File: src/rtl/udp_pkg.sv
// Shared constants and state encoding for the UDP transmit arbiter.
package udp_pkg;

  localparam int ETH_MTU     = 1500;
  localparam int IP_HDR_LEN  = 20;
  localparam int UDP_HDR_LEN = 8;

  typedef enum logic [3:0] {
    ST_IDLE  = 4'b0001,
    ST_START = 4'b0010,
    ST_BUSY  = 4'b0100,
    ST_GAP   = 4'b1000
  } arb_state_t;

endpackage

File: src/rtl/udp_tx_arbiter_if.sv
// Requester-side and transmitter-side signals of the UDP transmit arbiter.
interface udp_tx_arbiter_if;

  // Handshakes: req[i] is a level held until done[i] or err[i] pulses for one cycle;
  // rd_en[i] and payload_req_i are single-cycle strobes, data valid in the same cycle.
  logic [1:0]  req;
  logic [31:0] req_len;
  logic [95:0] req_dst_mac;
  logic [63:0] req_dst_ip;
  logic [31:0] req_dst_port;
  logic [1:0]  rd_en;
  logic [15:0] rd_dat;
  logic [1:0]  done;
  logic [1:0]  err;
  logic [1:0]  grant;

  logic        tx_en_pulse;
  logic        tx_done;
  logic [47:0] tx_dst_mac;
  logic [47:0] tx_src_mac;
  logic [31:0] tx_dst_ip;
  logic [31:0] tx_src_ip;
  logic [15:0] tx_dst_port;
  logic [15:0] tx_src_port;
  logic [15:0] tx_data_len;
  logic        payload_req_i;
  logic [7:0]  payload_dat_o;

  modport master (
    input  req, req_len, req_dst_mac, req_dst_ip, req_dst_port, rd_dat,
    input  tx_done, payload_req_i,
    output rd_en, done, err, grant,
    output tx_en_pulse, tx_dst_mac, tx_src_mac, tx_dst_ip, tx_src_ip,
    output tx_dst_port, tx_src_port, tx_data_len, payload_dat_o
  );

  modport slave (
    output req, req_len, req_dst_mac, req_dst_ip, req_dst_port, rd_dat,
    output tx_done, payload_req_i,
    input  rd_en, done, err, grant,
    input  tx_en_pulse, tx_dst_mac, tx_src_mac, tx_dst_ip, tx_src_ip,
    input  tx_dst_port, tx_src_port, tx_data_len, payload_dat_o
  );

endinterface

File: src/rtl/udp_tx_arbiter_rr_arb2.sv
// Two-input round-robin pick; the pointer moves past whoever was just served.
module rr_arb2 (
  input  logic       clk_i,
  input  logic       rst_ni,
  input  logic [1:0] req_i,
  input  logic       update_i,
  input  logic [1:0] served_i,
  output logic [1:0] pick_o
);

  logic ptr_q, ptr_d;

  always_comb begin
    pick_o = 2'b00;
    if (ptr_q) begin
      if (req_i[1])      pick_o = 2'b10;
      else if (req_i[0]) pick_o = 2'b01;
    end else begin
      if (req_i[0])      pick_o = 2'b01;
      else if (req_i[1]) pick_o = 2'b10;
    end
  end

  assign ptr_d = update_i ? (served_i == 2'b01) : ptr_q;

  always_ff @(posedge clk_i or negedge rst_ni) begin
    if (!rst_ni) ptr_q <= 1'b0;
    else         ptr_q <= ptr_d;
  end

endmodule

File: src/rtl/udp_tx_arbiter.sv
// Two-requester arbiter in front of one UDP transmitter: picks an owner, latches its
// frame fields, streams its payload, and enforces the inter-frame gap.
module udp_tx_arbiter
  import udp_pkg::*;
#(
  parameter int IFG_CYCLES     = 12,
  parameter int MAX_LEN        = ETH_MTU - IP_HDR_LEN - UDP_HDR_LEN,
  parameter int TIMEOUT_CYCLES = 4095
) (
  input  logic        clk_125m,
  input  logic        rst_n,
  input  logic [47:0] src_mac,
  input  logic [31:0] src_ip,
  input  logic [15:0] src_port,
  output logic        busy,
  output arb_state_t  state_o,
  udp_tx_arbiter_if.master arb_if
);

  localparam logic [11:0] TIMEOUT_LAST = 12'(TIMEOUT_CYCLES - 1);
  localparam logic [11:0] IFG_LAST     = 12'(IFG_CYCLES - 1);
  localparam logic [15:0] MAX_LEN_W    = 16'(MAX_LEN);

  arb_state_t  state_q, state_d;
  logic [1:0]  grant_q, grant_d, done_q, done_d, pick, err_now;
  logic [11:0] cnt_q, cnt_d;
  logic        latch_en, rr_update, tx_en, len_ok, win_idx, own_idx;
  logic [47:0] dst_mac_q, src_mac_q;
  logic [31:0] dst_ip_q, src_ip_q;
  logic [15:0] dst_port_q, src_port_q, data_len_q;

  rr_arb2 u_rr (
    .clk_i    (clk_125m),
    .rst_ni   (rst_n),
    .req_i    (arb_if.req),
    .update_i (rr_update),
    .served_i (grant_q),
    .pick_o   (pick)
  );

  assign win_idx = pick[1];
  assign own_idx = grant_q[1];
  assign len_ok  = (data_len_q != 16'd0) && (data_len_q <= MAX_LEN_W);

  // cnt_q is shared: BUSY timeout and GAP length; it restarts at 0 on entry to either.
  always_comb begin
    state_d   = state_q;
    grant_d   = grant_q;
    cnt_d     = '0;
    done_d    = '0;
    err_now   = '0;
    tx_en     = 1'b0;
    latch_en  = 1'b0;
    rr_update = 1'b0;
    case (state_q)
      ST_IDLE: begin
        if (arb_if.req != 2'b00) begin
          state_d  = ST_START;
          grant_d  = pick;
          latch_en = 1'b1;
        end
      end
      ST_START: begin
        if (len_ok) begin
          tx_en   = 1'b1;
          state_d = ST_BUSY;
        end else begin
          err_now = grant_q;
          state_d = ST_GAP;
        end
      end
      ST_BUSY: begin
        if (arb_if.tx_done) begin
          done_d  = grant_q;
          state_d = ST_GAP;
        end else if (cnt_q == TIMEOUT_LAST) begin
          err_now = grant_q;
          state_d = ST_GAP;
        end else begin
          cnt_d = cnt_q + 12'd1;
        end
      end
      ST_GAP: begin
        if (cnt_q == IFG_LAST) begin
          state_d   = ST_IDLE;
          grant_d   = '0;
          rr_update = 1'b1;
        end else begin
          cnt_d = cnt_q + 12'd1;
        end
      end
      default: begin
        state_d = ST_IDLE;
        grant_d = '0;
      end
    endcase
  end

  always_ff @(posedge clk_125m or negedge rst_n) begin
    if (!rst_n) begin
      state_q <= ST_IDLE;
      grant_q <= '0;
      cnt_q   <= '0;
      done_q  <= '0;
    end else begin
      state_q <= state_d;
      grant_q <= grant_d;
      cnt_q   <= cnt_d;
      done_q  <= done_d;
    end
  end

  always_ff @(posedge clk_125m or negedge rst_n) begin
    if (!rst_n) begin
      dst_mac_q  <= '0;
      src_mac_q  <= '0;
      dst_ip_q   <= '0;
      src_ip_q   <= '0;
      dst_port_q <= '0;
      src_port_q <= '0;
      data_len_q <= '0;
    end else if (latch_en) begin
      dst_mac_q  <= win_idx ? arb_if.req_dst_mac[95:48] : arb_if.req_dst_mac[47:0];
      dst_ip_q   <= win_idx ? arb_if.req_dst_ip[63:32] : arb_if.req_dst_ip[31:0];
      dst_port_q <= win_idx ? arb_if.req_dst_port[31:16] : arb_if.req_dst_port[15:0];
      data_len_q <= win_idx ? arb_if.req_len[31:16] : arb_if.req_len[15:0];
      src_mac_q  <= src_mac;
      src_ip_q   <= src_ip;
      src_port_q <= src_port;
    end
  end

  assign busy                 = (state_q != ST_IDLE);
  assign state_o              = state_q;
  assign arb_if.grant         = grant_q;
  assign arb_if.done          = done_q;
  assign arb_if.err           = err_now;
  assign arb_if.tx_en_pulse   = tx_en;
  assign arb_if.rd_en         = (state_q == ST_BUSY && arb_if.payload_req_i) ? grant_q : 2'b00;
  assign arb_if.payload_dat_o = (state_q == ST_BUSY) ? arb_if.rd_dat[{own_idx, 3'b000} +: 8] : 8'h00;
  assign arb_if.tx_dst_mac    = dst_mac_q;
  assign arb_if.tx_src_mac    = src_mac_q;
  assign arb_if.tx_dst_ip     = dst_ip_q;
  assign arb_if.tx_src_ip     = src_ip_q;
  assign arb_if.tx_dst_port   = dst_port_q;
  assign arb_if.tx_src_port   = src_port_q;
  assign arb_if.tx_data_len   = data_len_q;

endmodule

File: src/flat_wrapper.sv
// flat-port wrapper written by rule: the top's interface ports become plain ports
module udp_tx_arbiter_flat import udp_pkg::*;
#(
  parameter int IFG_CYCLES     = 12,
  parameter int MAX_LEN        = ETH_MTU - IP_HDR_LEN - UDP_HDR_LEN,
  parameter int TIMEOUT_CYCLES = 4095
)
  (clk_125m, rst_n, src_mac, src_ip, src_port, busy, state_o, arb_if_req, arb_if_req_len, arb_if_req_dst_mac, arb_if_req_dst_ip, arb_if_req_dst_port, arb_if_rd_dat, arb_if_tx_done, arb_if_payload_req_i, arb_if_rd_en, arb_if_done, arb_if_err, arb_if_grant, arb_if_tx_en_pulse, arb_if_tx_dst_mac, arb_if_tx_src_mac, arb_if_tx_dst_ip, arb_if_tx_src_ip, arb_if_tx_dst_port, arb_if_tx_src_port, arb_if_tx_data_len, arb_if_payload_dat_o);
  udp_tx_arbiter_if arb_if_i ();
  input  logic clk_125m;
  input  logic rst_n;
  input  logic [47:0] src_mac;
  input  logic [31:0] src_ip;
  input  logic [15:0] src_port;
  output logic busy;
  output arb_state_t state_o;
  input wire logic [$bits(arb_if_i.req)-1:0] arb_if_req;
  input wire logic [$bits(arb_if_i.req_len)-1:0] arb_if_req_len;
  input wire logic [$bits(arb_if_i.req_dst_mac)-1:0] arb_if_req_dst_mac;
  input wire logic [$bits(arb_if_i.req_dst_ip)-1:0] arb_if_req_dst_ip;
  input wire logic [$bits(arb_if_i.req_dst_port)-1:0] arb_if_req_dst_port;
  input wire logic [$bits(arb_if_i.rd_dat)-1:0] arb_if_rd_dat;
  input wire logic [$bits(arb_if_i.tx_done)-1:0] arb_if_tx_done;
  input wire logic [$bits(arb_if_i.payload_req_i)-1:0] arb_if_payload_req_i;
  output wire logic [$bits(arb_if_i.rd_en)-1:0] arb_if_rd_en;
  output wire logic [$bits(arb_if_i.done)-1:0] arb_if_done;
  output wire logic [$bits(arb_if_i.err)-1:0] arb_if_err;
  output wire logic [$bits(arb_if_i.grant)-1:0] arb_if_grant;
  output wire logic [$bits(arb_if_i.tx_en_pulse)-1:0] arb_if_tx_en_pulse;
  output wire logic [$bits(arb_if_i.tx_dst_mac)-1:0] arb_if_tx_dst_mac;
  output wire logic [$bits(arb_if_i.tx_src_mac)-1:0] arb_if_tx_src_mac;
  output wire logic [$bits(arb_if_i.tx_dst_ip)-1:0] arb_if_tx_dst_ip;
  output wire logic [$bits(arb_if_i.tx_src_ip)-1:0] arb_if_tx_src_ip;
  output wire logic [$bits(arb_if_i.tx_dst_port)-1:0] arb_if_tx_dst_port;
  output wire logic [$bits(arb_if_i.tx_src_port)-1:0] arb_if_tx_src_port;
  output wire logic [$bits(arb_if_i.tx_data_len)-1:0] arb_if_tx_data_len;
  output wire logic [$bits(arb_if_i.payload_dat_o)-1:0] arb_if_payload_dat_o;
  assign arb_if_i.req = arb_if_req;
  assign arb_if_i.req_len = arb_if_req_len;
  assign arb_if_i.req_dst_mac = arb_if_req_dst_mac;
  assign arb_if_i.req_dst_ip = arb_if_req_dst_ip;
  assign arb_if_i.req_dst_port = arb_if_req_dst_port;
  assign arb_if_i.rd_dat = arb_if_rd_dat;
  assign arb_if_i.tx_done = arb_if_tx_done;
  assign arb_if_i.payload_req_i = arb_if_payload_req_i;
  assign arb_if_rd_en = arb_if_i.rd_en;
  assign arb_if_done = arb_if_i.done;
  assign arb_if_err = arb_if_i.err;
  assign arb_if_grant = arb_if_i.grant;
  assign arb_if_tx_en_pulse = arb_if_i.tx_en_pulse;
  assign arb_if_tx_dst_mac = arb_if_i.tx_dst_mac;
  assign arb_if_tx_src_mac = arb_if_i.tx_src_mac;
  assign arb_if_tx_dst_ip = arb_if_i.tx_dst_ip;
  assign arb_if_tx_src_ip = arb_if_i.tx_src_ip;
  assign arb_if_tx_dst_port = arb_if_i.tx_dst_port;
  assign arb_if_tx_src_port = arb_if_i.tx_src_port;
  assign arb_if_tx_data_len = arb_if_i.tx_data_len;
  assign arb_if_payload_dat_o = arb_if_i.payload_dat_o;
  udp_tx_arbiter #(.IFG_CYCLES(IFG_CYCLES), .MAX_LEN(MAX_LEN), .TIMEOUT_CYCLES(TIMEOUT_CYCLES)) u_core (.clk_125m(clk_125m), .rst_n(rst_n), .src_mac(src_mac), .src_ip(src_ip), .src_port(src_port), .busy(busy), .state_o(state_o), .arb_if(arb_if_i));
endmodule
File: config.mk
export PLATFORM = sky130hd
export DESIGN_NAME = udp_tx_arbiter_flat
export DESIGN_NICKNAME = d
export VERILOG_FILES = /design/src/rtl/udp_pkg.sv /design/src/rtl/udp_tx_arbiter_if.sv /design/src/rtl/udp_tx_arbiter_rr_arb2.sv /design/src/rtl/udp_tx_arbiter.sv /design/src/flat_wrapper.sv
export SDC_FILE = /design/constraint.sdc
export NUM_CORES = 1
export LEC_CHECK = 0
export BUFFER_PORTS_ARGS = -buffer_cell sky130_fd_sc_hd__buf_2
export CORE_AREA = 4 4 220 222
export DETAILED_ROUTE_END_ITERATION = 12
export DIE_AREA = 0 0 224 226
export HOLD_SLACK_MARGIN = 0.1
export MAX_ROUTING_LAYER = met4
export SLEW_MARGIN = 20
export SYNTH_ARGS = -nofsm -noshare
export SYNTH_HDL_FRONTEND = slang
export SYNTH_SLANG_ARGS = --single-unit
File: constraint.sdc
create_clock -name clk_125m -period 2 [get_ports clk_125m]
set_input_delay 0.3 -clock clk_125m [delete_from_list [all_inputs] [get_ports clk_125m]]
set_output_delay 0.3 -clock clk_125m [all_outputs]
set_load 0.01 [all_outputs]
======== Word level (Yosys, flattened, before mapping) ========
Index checks and enable logic that the tools add are counted.
storage, ports and cells
  output and inout bits ................... 230
  flip-flop bits (word level) ............. 229
  bits of input ports ..................... 342
cells by class
  muxes and demuxes ....................... 36
  shift-type cells ........................ 1
  equality and inequality tests ........... 11
  bitwise operators ....................... 1
  magnitude comparators ................... 1
  add/sub/neg operators ................... 1
  reduce and logical (&&, ||, !) cells .... 7
operators by type and width
  operator                                                                             number
  48-bit 2-to-1 mux                                                                    1
  12-bit 2-to-1 mux                                                                    3
  16-bit 2-to-1 mux                                                                    2
  32-bit 2-to-1 mux                                                                    1
  2-bit 2-to-1 mux                                                                     12
  12-bit case mux with 2 select lines                                                  1
  4-bit 2-to-1 mux                                                                     5
  16-bit by 11-bit less-or-equal comparator with 1-bit output (second input constant)  1
  4-bit case mux with 4 select lines                                                   1
  16-bit nonzero test                                                                  1
  16-bit by 5-bit variable part select with 8-bit output                               1
  12-bit by 1-bit adder with 12-bit output (second input constant)                     1
  12-bit == test (second input constant)                                               1
  12-bit by 4-bit == test with 1-bit output (second input constant)                    1
  8-bit 2-to-1 mux                                                                     1
  1-bit 2-to-1 mux                                                                     7
  2-bit case mux with 3 select lines                                                   1
  3-bit AND reduction                                                                  2
  4-bit by 1-bit == test with 1-bit output (second input constant)                     1
  4-bit by 2-bit == test with 1-bit output (second input constant)                     1
  4-bit by 3-bit == test with 1-bit output (second input constant)                     1
  4-bit == test (second input constant)                                                1
  2-bit by 1-bit != test with 1-bit output (second input constant)                     2
  4-bit by 1-bit != test with 1-bit output (second input constant)                     1
  other kinds (7)                                                                      8

======== Logic depth before layout (Yosys ltp) ========
Gate-level depths: netlist of the first run.
  word-level depth ........................ 5
  depth in mapped cells ................... 8
  depth with buffers taken out ............ 5

======== By module ========
A second synthesis of the first run with hierarchy kept.
second synthesis, totals
  cell total of the unflattened synthesis .. 834
  area total of the unflattened synthesis .. 9,944.5 µm²
by module, submodules not included
  module          cells each  area an instance (µm²)  times used  seq. area each (µm²)
  udp_tx_arbiter  828         9,888.2                 1           5,706.7
  rr_arb2         6           56.3                    1           25.0

======== Least setup slack after synthesis of the first run ========
No wires, ideal clock.
  path kind ............................... flip-flop to output port
  from .................................... reg u_core.state_q[1] (netlist: u_core.state_o[1])
  to ...................................... out arb_if_err[0]
  required time ........................... 1.700 ns
  cell stages (with the launch flop) ...... 4
  setup slack ............................. -0.068 ns
  arrival time ............................ 1.768 ns
  path through ............................ dfrtp_1 or4b_1 or4_1 a21boi_0
on the way
  cells in the longest elaborated chain, start to end .. 2
  elaborated cells on any way between the ends .. 3
  classes of those cells .................. eq/ne: 2; mux: 1
ends and longest elaborated chain
  element                                                                                               line                   RTL
  from (decl)                                                                                           udp_tx_arbiter.sv:24   arb_state_t state_q, state_d;
  from (signal assigned)                                                                                udp_tx_arbiter.sv:106  state_q <= state_d;
  4-bit by 3-bit == test with 1-bit output or 4-bit by 2-bit == test with 1-bit output (tied branches)  udp_tx_arbiter.sv:55   case (state_q)
  2-bit case mux with 2 select lines *                                                                  udp_tx_arbiter.sv:55
  to (decl)                                                                                             flat_wrapper.sv:27     output wire logic [$bits(arb_if_i.err)-1:0] arb_if_err;
Mark *: on every way between the ends. The rest lies on a longest branch, timed or not.

======== Worst setup path after layout of the first run ========
Ends and elaborated chain as after synthesis.

==> out/qor.txt, run 1 <==
result of the run - complete, but fails checks
violated checks - setup timing
crit path time final - 2490 ps
number of flip-flops and latches in the synthesized netlist - 229
placeable core region - 46400 sq um
max_slew headroom - 63.4%
count of input and output buffers - 571
CP max-delay cell - or4b_4
end point of the most critical hold path - u_core.arb_if.tx_dst_ip[2]$_DFFE_PN0P_
layout-stage area growth over the synthesis result - 80.7%
Hold Vio Cnt, Final - 0
reg2reg start - u_core.state_o[1]$_DFFE_PN0P_
total number of vias - 10207
met1 demand-to-capacity share in global routing - 15.7%
post-synth net total - 1167
fraction of layout instances using a drive strength above 1 - 46.9%
Sinks on Clock Net - 229
footprint of the multi-input gates - 4210 sq um
Placement Cell Area - 14000 sq um
clock buffer depth - 3
design area - 18500 sq um
transition at the pin with the smallest max-transition slack - 549 ps
number of remaining DRC errors - 0
Post-Route Setup TNS - -4970 ps
sequential cell area fraction in the yosys report - 56.1%
Post-DRT Antenna Nets - 0
post-synthesis area per instance - 12.4 sq um
Final Setup Violations - 29
fillcell total - 4281
total standard cell area after synthesis - 10200 sq um
worst-skew pair later-pin latency - 530 ps
top achievable clock speed - 402 MHz
count of nets after finishing - 2093
data arrival time of the worst path - 2190 ps
routing usage on met2 - 25.6%
reg2reg path depth - 8
final slew viol count - 0
Cells on Worst Hold Path - 3
die span in x - 224 um
nature of the critical path endpoint - output pin
clock transition time at the flip-flop clock pins of the worst setup and hold paths - 60 ps
Overflow after GRT - 0
most instantiated flip-flop cell in the synthesis netlist - dfrtp_1
Syn. warnings - 0
Root Buffer Master - clkbuf_16
clock buffer count from CTS - 26
maximum fanout encountered on the critical timing path - 2
CP cell instances - or4b_4, or4_4, a21boi_2, buf_2
Initial Util - 22.1%
end of the worst register-to-register path - u_core.cnt_q[6]$_DFF_PN0_
routed vias/inst - 4.29
number of top-level design ports - 572
busiest metal layer after global routing - met2
Yosys cell types - 42
last weighted congestion value of the routability-driven placer - 0.869
IR Drop Worst-Case VDD - 0.763 mV
sequential standard cell area - 5730 sq um
floorplan die height - 226 um
Worst path top cell family by delay - simple AND/OR/NAND/NOR gates
full die area - 50600 sq um
total power after layout - 23.9 mW
fin crit share - 124%
global-route wire length before repair - 57.8 mm
buffers and inverters on the worst path - 1
power density of the placed cells - 1300 nW/um^2
Pleak - 9.66 nW
required time at the endpoint of the critical path - 1700 ps
htree depth - 1
number of cell rows - 79
instance count of the mapped netlist - 823
Avg WL per Cell - 17.6 um
Global Route Usage Sum - 14.6%
Crit Path Category - reg -> out
slack of the worst reg-to-reg path - -140 ps
number of max-cap violations - 0
drt total wl - 41.8 mm
initial DRC count - 396
peak per-stage delay on the critical path - 540 ps
critical path launch point type - flop
half-perimeter wire length of the detailed placement result - 26.1 mm
final setup skew - 9.15 ps
number of enable-type register cells in the synthesized netlist - 0
initial antenna violation count - 1
share of synthesized flip-flops with an asynchronous set or reset - 100%
unrepaired setup endpoints after global routing - yes
clock tree from TritonCTS - done
TritonRoute pass-1 iters - 4
pin count of the biggest net entering global routing - 132
type of the tightest min-delay check - in -> reg
Min-Delay Startpoint - arb_if_req_dst_ip[2]
met3 routing resource usage after global routing - 2.95%
post-layout worst setup margin - -489 ps
via count of the first global-routing pass - 10877
-- how the worst max path moves through the flow --
stage	from	end	slack, ps	cells after the start
2_1_floorplan	u_core.state_o[1]$_DFFE_PN0P_	arb_if_err[0]	-70	3
3_3_place_gp	u_core.state_o[1]$_DFFE_PN0P_	arb_if_err[0]	-40	4
3_5_place_dp	u_core.state_o[1]$_DFFE_PN0P_	arb_if_err[0]	-70	4
4_1_cts	u_core.state_o[2]$_DFFE_PN0P_	arb_if_err[0]	-510	4
5_1_grt	u_core.arb_if.tx_data_len[2]$_DFFE_PN0P_	arb_if_err[0]	-580	6
6_report	u_core.state_o[1]$_DFFE_PN0P_	arb_if_err[0]	-490	4
-- per-layer routing --
layer | vias up | wire length [um]
met5 | - | 0
met1 | 4851 | 15900
met2 | 505 | 21000
li1 | 4745 | -
met3 | 106 | 2890
met4 | 0 | 1960
-- report_power, final --
group	internal [mW]	total [mW]	switching, mW	leakage [nW]
sequential	6.84	8.21	1.37	2.79
clock	2.70	4.59	1.88	0.416
combinational	5.71	11.1	5.43	6.45
total	15.3	23.9	8.68	9.66
-- state kept, by name (all words and copies together), names as in the netlist --
name	flops
u_core.arb_if.tx_dst_ip	32
u_core.arb_if.done	2
u_core.arb_if.tx_src_mac	48
u_core.cnt_q	12
u_core.arb_if.tx_src_port	16
u_core.arb_if.tx_dst_port	16
u_core.arb_if.grant	2
u_core.arb_if.tx_data_len	16
u_core.u_rr.ptr_q	1
u_core.arb_if.tx_dst_mac	48
u_core.state_o	4
u_core.arb_if.tx_src_ip	32
-- area by class of cell --
cell class	instances	area share (%)
repair buffers	952	37.5
well taps	607	4.11
clock inverters	11	0.434
multi-input cells	534	22.8
diodes	1	0.0135
flip-flops and latches	229	31.0
inverters	6	0.122
clock buffers	37	4.02
-- cells in the final DEF (no fill, tap or decap), types with 4 or more instances in the layout --
cell and n:
a21oi_1 12, and3_1 5, buf_12 10, buf_16 4, buf_2 567, buf_4 57
buf_6 14, clkbuf_1 7, clkbuf_16 37, clkinv_2 10, dfrtp_1 227, dlygate4sd3_1 280
dlymetal6s4s_1 7, inv_1 5, mux2_2 40, mux2_4 56, mux2i_1 119, nand2_1 115
nand3_1 8, nand4_1 4, nor2_1 7, nor2_2 5, o21ai_0 80, o21ai_1 36
xnor2_1 5, xor2_1 5
-- synthesized netlist by cell type, types with 2 or more instances --
master	instances	share of area [%]
ha_1	2	0.24
nor2_1	13	0.48
nor3_1	2	0.098
o21ai_0	84	4.1
nor4b_1	2	0.17
mux2_4	56	8.2
and3_1	6	0.37
mux2i_1	120	12
dfrtp_1	228	56
xor2_1	5	0.43
nand4_1	4	0.24
buf_6	17	1.9
nor4_1	3	0.18
a21boi_0	3	0.22
nand2_1	115	4.2
nand3_1	9	0.44
inv_1	6	0.22
a211o_1	2	0.17
clkbuf_1	17	0.62
a21oi_1	12	0.59
or4b_1	2	0.20
xnor2_1	5	0.43
mux2_2	40	4.4
nand4b_1	2	0.17
o21ai_1	33	1.6
buf_2	19	0.93
-- logic make-up after synthesis --
family | after synthesis | synth area share [%]
flops | 229 | 56.1
mux | 216 | 24.4
simple gates | 167 | 7.45
compound gates | 139 | 7.27
buf+inv | 60 | 3.72
xor+xnor | 10 | 0.857
fa+ha+maj | 2 | 0.245
-- worst reg2reg max path, delay by kind of cell (launching register included) --
| family | cells | cell delay [ps] |
|---|---|---|
| buffers and inverters | 4 | 670 |
| and+or+nand+nor | 2 | 620 |
| DFF | 1 | 390 |
| AOI/OAI and AO/OA | 2 | 370 |
-- through the flow --
stage	utilization, %	worst slack [ps]	std cells	hold WS [ps]
2_1_floorplan	-	-68.0	823	4.41
3_3_place_gp	30.3	-36.0	2002	265
3_5_place_dp	30.3	-67.9	2002	270
4_1_cts	38.5	-509	2345	101
5_1_grt	39.8	-579	2377	106
6_report	39.8	-489	2377	75.8
-- what timing repair did --
item                                   4_1_cts  5_1_grt
cloned                                       0       16
setup buffers                                7       17
endpoints found under the hold margin      260        0
hold buffers                               288        0
pin swaps                                    4        8
resized for setup                           11       54
setup endpoints to repair                   14       94
(Power assumes the default switching activity.)
==> run 2, diff against run 1 <==
Settings changed: CELL_PAD_IN_SITES_DETAIL_PLACEMENT set to 0, CELL_PAD_IN_SITES_GLOBAL_PLACEMENT set to 1, CORE_AREA 4 4 220 222 to 4 4 219 221, DIE_AREA 0 0 224 226 to 0 0 223 225, PLACE_DENSITY_LB_ADDON set to 0.1.
==> run 2 against run 1 <==
  * The run still ends with setup timing left
  * Sequential share of layout area fell by 1.0 points
  * Worst setup slack got worse by 47 ps
  * Clock skew rose by 1.1 ps
  * Combinational power rose by 8%
  * Flip-flop and latch count did not move
  * Highest routed layer unchanged
  * Largest cell class unchanged
==> out/qor.txt, run 2 (synthesized netlist as in run 1, its figures left out) <==
Initial Util - 22.1%
Avg WL per Cell - 18.8 um
fillcell total - 4503
pin count of the biggest net entering global routing - 108
unrepaired setup endpoints after global routing - yes
violated checks - setup timing
Post-DRT Antenna Nets - 0
number of remaining DRC errors - 0
top achievable clock speed - 394 MHz
last weighted congestion value of the routability-driven placer - 0.842
final slew viol count - 0
clock transition time at the flip-flop clock pins of the worst setup and hold paths - 60 ps
post-layout worst setup margin - -536 ps
Crit Path Category - reg -> out
drt total wl - 45.4 mm
critical path launch point type - flop
max_slew headroom - 59.9%
clock buffer depth - 3
type of the tightest min-delay check - in -> reg
worst-skew pair later-pin latency - 550 ps
final setup skew - 10.3 ps
Hold Vio Cnt, Final - 0
routed vias/inst - 4.13
fin crit share - 127%
full die area - 50200 sq um
result of the run - complete, but fails checks
initial antenna violation count - 1
IR Drop Worst-Case VDD - 0.633 mV
footprint of the multi-input gates - 4240 sq um
Pleak - 9.96 nW
power density of the placed cells - 1320 nW/um^2
fraction of layout instances using a drive strength above 1 - 47.3%
data arrival time of the worst path - 2240 ps
number of cells after detailed placement - 2006
number of top-level design ports - 572
number of cell rows - 79
htree depth - 1
placeable core region - 46200 sq um
crit path time final - 2540 ps
Overflow after GRT - 0
initial DRC count - 311
leading cell type in the layout, fill and taps excluded - buf_2
Global Route Usage Sum - 16.8%
Placement Cell Area - 14100 sq um
total number of vias - 9973
Root Buffer Master - clkbuf_16
count of nets after finishing - 2131
layout-stage area growth over the synthesis result - 86.8%
leading cell types in the layout, fill and taps excluded - buf_2, dlygate4sd3_1, dfrtp_1
floorplan die height - 225 um
transition at the pin with the smallest max-transition slack - 601 ps
total power after layout - 25.2 mW
design area - 19100 sq um
clock tree from TritonCTS - done
worst setup slack before clock tree synthesis - -113 ps
clock buffer count from CTS - 29
Sinks on Clock Net - 229
number of max-cap violations - 0
required time at the endpoint of the critical path - 1700 ps
TritonRoute pass-1 iters - 4
final instance count without filler cells - 2415
nature of the critical path endpoint - output pin
count of input and output buffers - 571
via count of the first global-routing pass - 10980
sequential standard cell area - 5730 sq um
global-route wire length before repair - 64.8 mm
Final Setup Violations - 81
maximum fanout encountered on the critical timing path - 2
half-perimeter wire length of the detailed placement result - 31.1 mm
die span in x - 223 um
[run 2: changes by cell type in the layout (fill, tap and decap cells not counted), moves of 5 or more]
| cell | before | now |
|---|---|---|
| buf_12 | 10 | 17 |
| dlygate4sd3_1 | 280 | 299 |
| clkbuf_16 | 37 | 44 |
| buf_6 | 14 | 22 |
| o21ai_0 | 80 | 62 |
| nand2_1 | 115 | 110 |
| nand2_2 | 0 | 5 |
| o21ai_1 | 36 | 52 |
| buf_4 | 57 | 51 |
[run 2: cell type report]
cell class / count / area share [%]
Antenna cell: 1 / 0.0131
Sequential cell: 229 / 30.0
Clock inverter: 12 / 0.472
Inverter: 6 / 0.118
Multi-Input combinational cell: 534 / 22.2
Tap cell: 607 / 3.98
Timing Repair Buffer: 987 / 38.9
Clock buffer: 39 / 4.31
[run 2: metal layers]
layer  track usage, %  up-vias  share of wire [%]
met5                -        -                  0
met4             4.65        0                3.0
met3             4.32       68                6.5
met2             28.7      363                 49
met1             19.6     4719                 41
li1                 -     4823                  -
[run 2: worst paths after layout]
check                      slack, ps  depth (start not counted)                                   endpoint                                    start
max                             -540                          4                              arb_if_err[0]            u_core.state_o[1]$_DFFE_PN0P_
min                               80                          3  u_core.arb_if.tx_data_len[15]$_DFFE_PN0P_                       arb_if_req_len[31]
max reg2reg                     -110                          9    u_core.arb_if.tx_src_mac[6]$_DFFE_PN0P_            u_core.state_o[0]$_DFFE_PN1P_
min in group asynchronous        230                          2            u_core.arb_if.done[0]$_DFF_PN0_                                    rst_n
min reg2reg                      470                          2    u_core.arb_if.tx_dst_ip[16]$_DFFE_PN0P_  u_core.arb_if.tx_dst_ip[16]$_DFFE_PN0P_
max in group asynchronous       1130                          3   u_core.arb_if.tx_dst_mac[31]$_DFFE_PN0P_                                    rst_n
[run 2: repair_timing]
item,4_1_cts,5_1_grt
resized for setup,12,86
cloned,0,23
pin swaps,2,6
endpoints found under the setup margin,14,105
endpoints found under the hold margin,434,2
buffers inserted,3,25
hold buffers,307,2
[run 2: where the power goes]
part / switching, mW / leakage, nW / internal [mW]
combinational: 5.76 / 6.71 / 6.23
sequential: 1.24 / 2.79 / 6.84
clock: 2.09 / 0.455 / 2.99
[run 2: worst max-delay path: stages, from the launching register on]
cell and delay (ps):
dfrtp_1 380, or4b_4 540, or4_4 450, a21boi_2 160, buf_2 150
[run 2: metrics by stage]
stage,utilization (%),hold WS (ps),TNS [ps]
final,41.4,84.5,-8690
after global routing,41.4,109,-15750
after CTS,39.4,100,-4000
after detailed placement,30.6,220,-123
after global placement,30.6,217,-147
after floorplan,-,4.41,-136
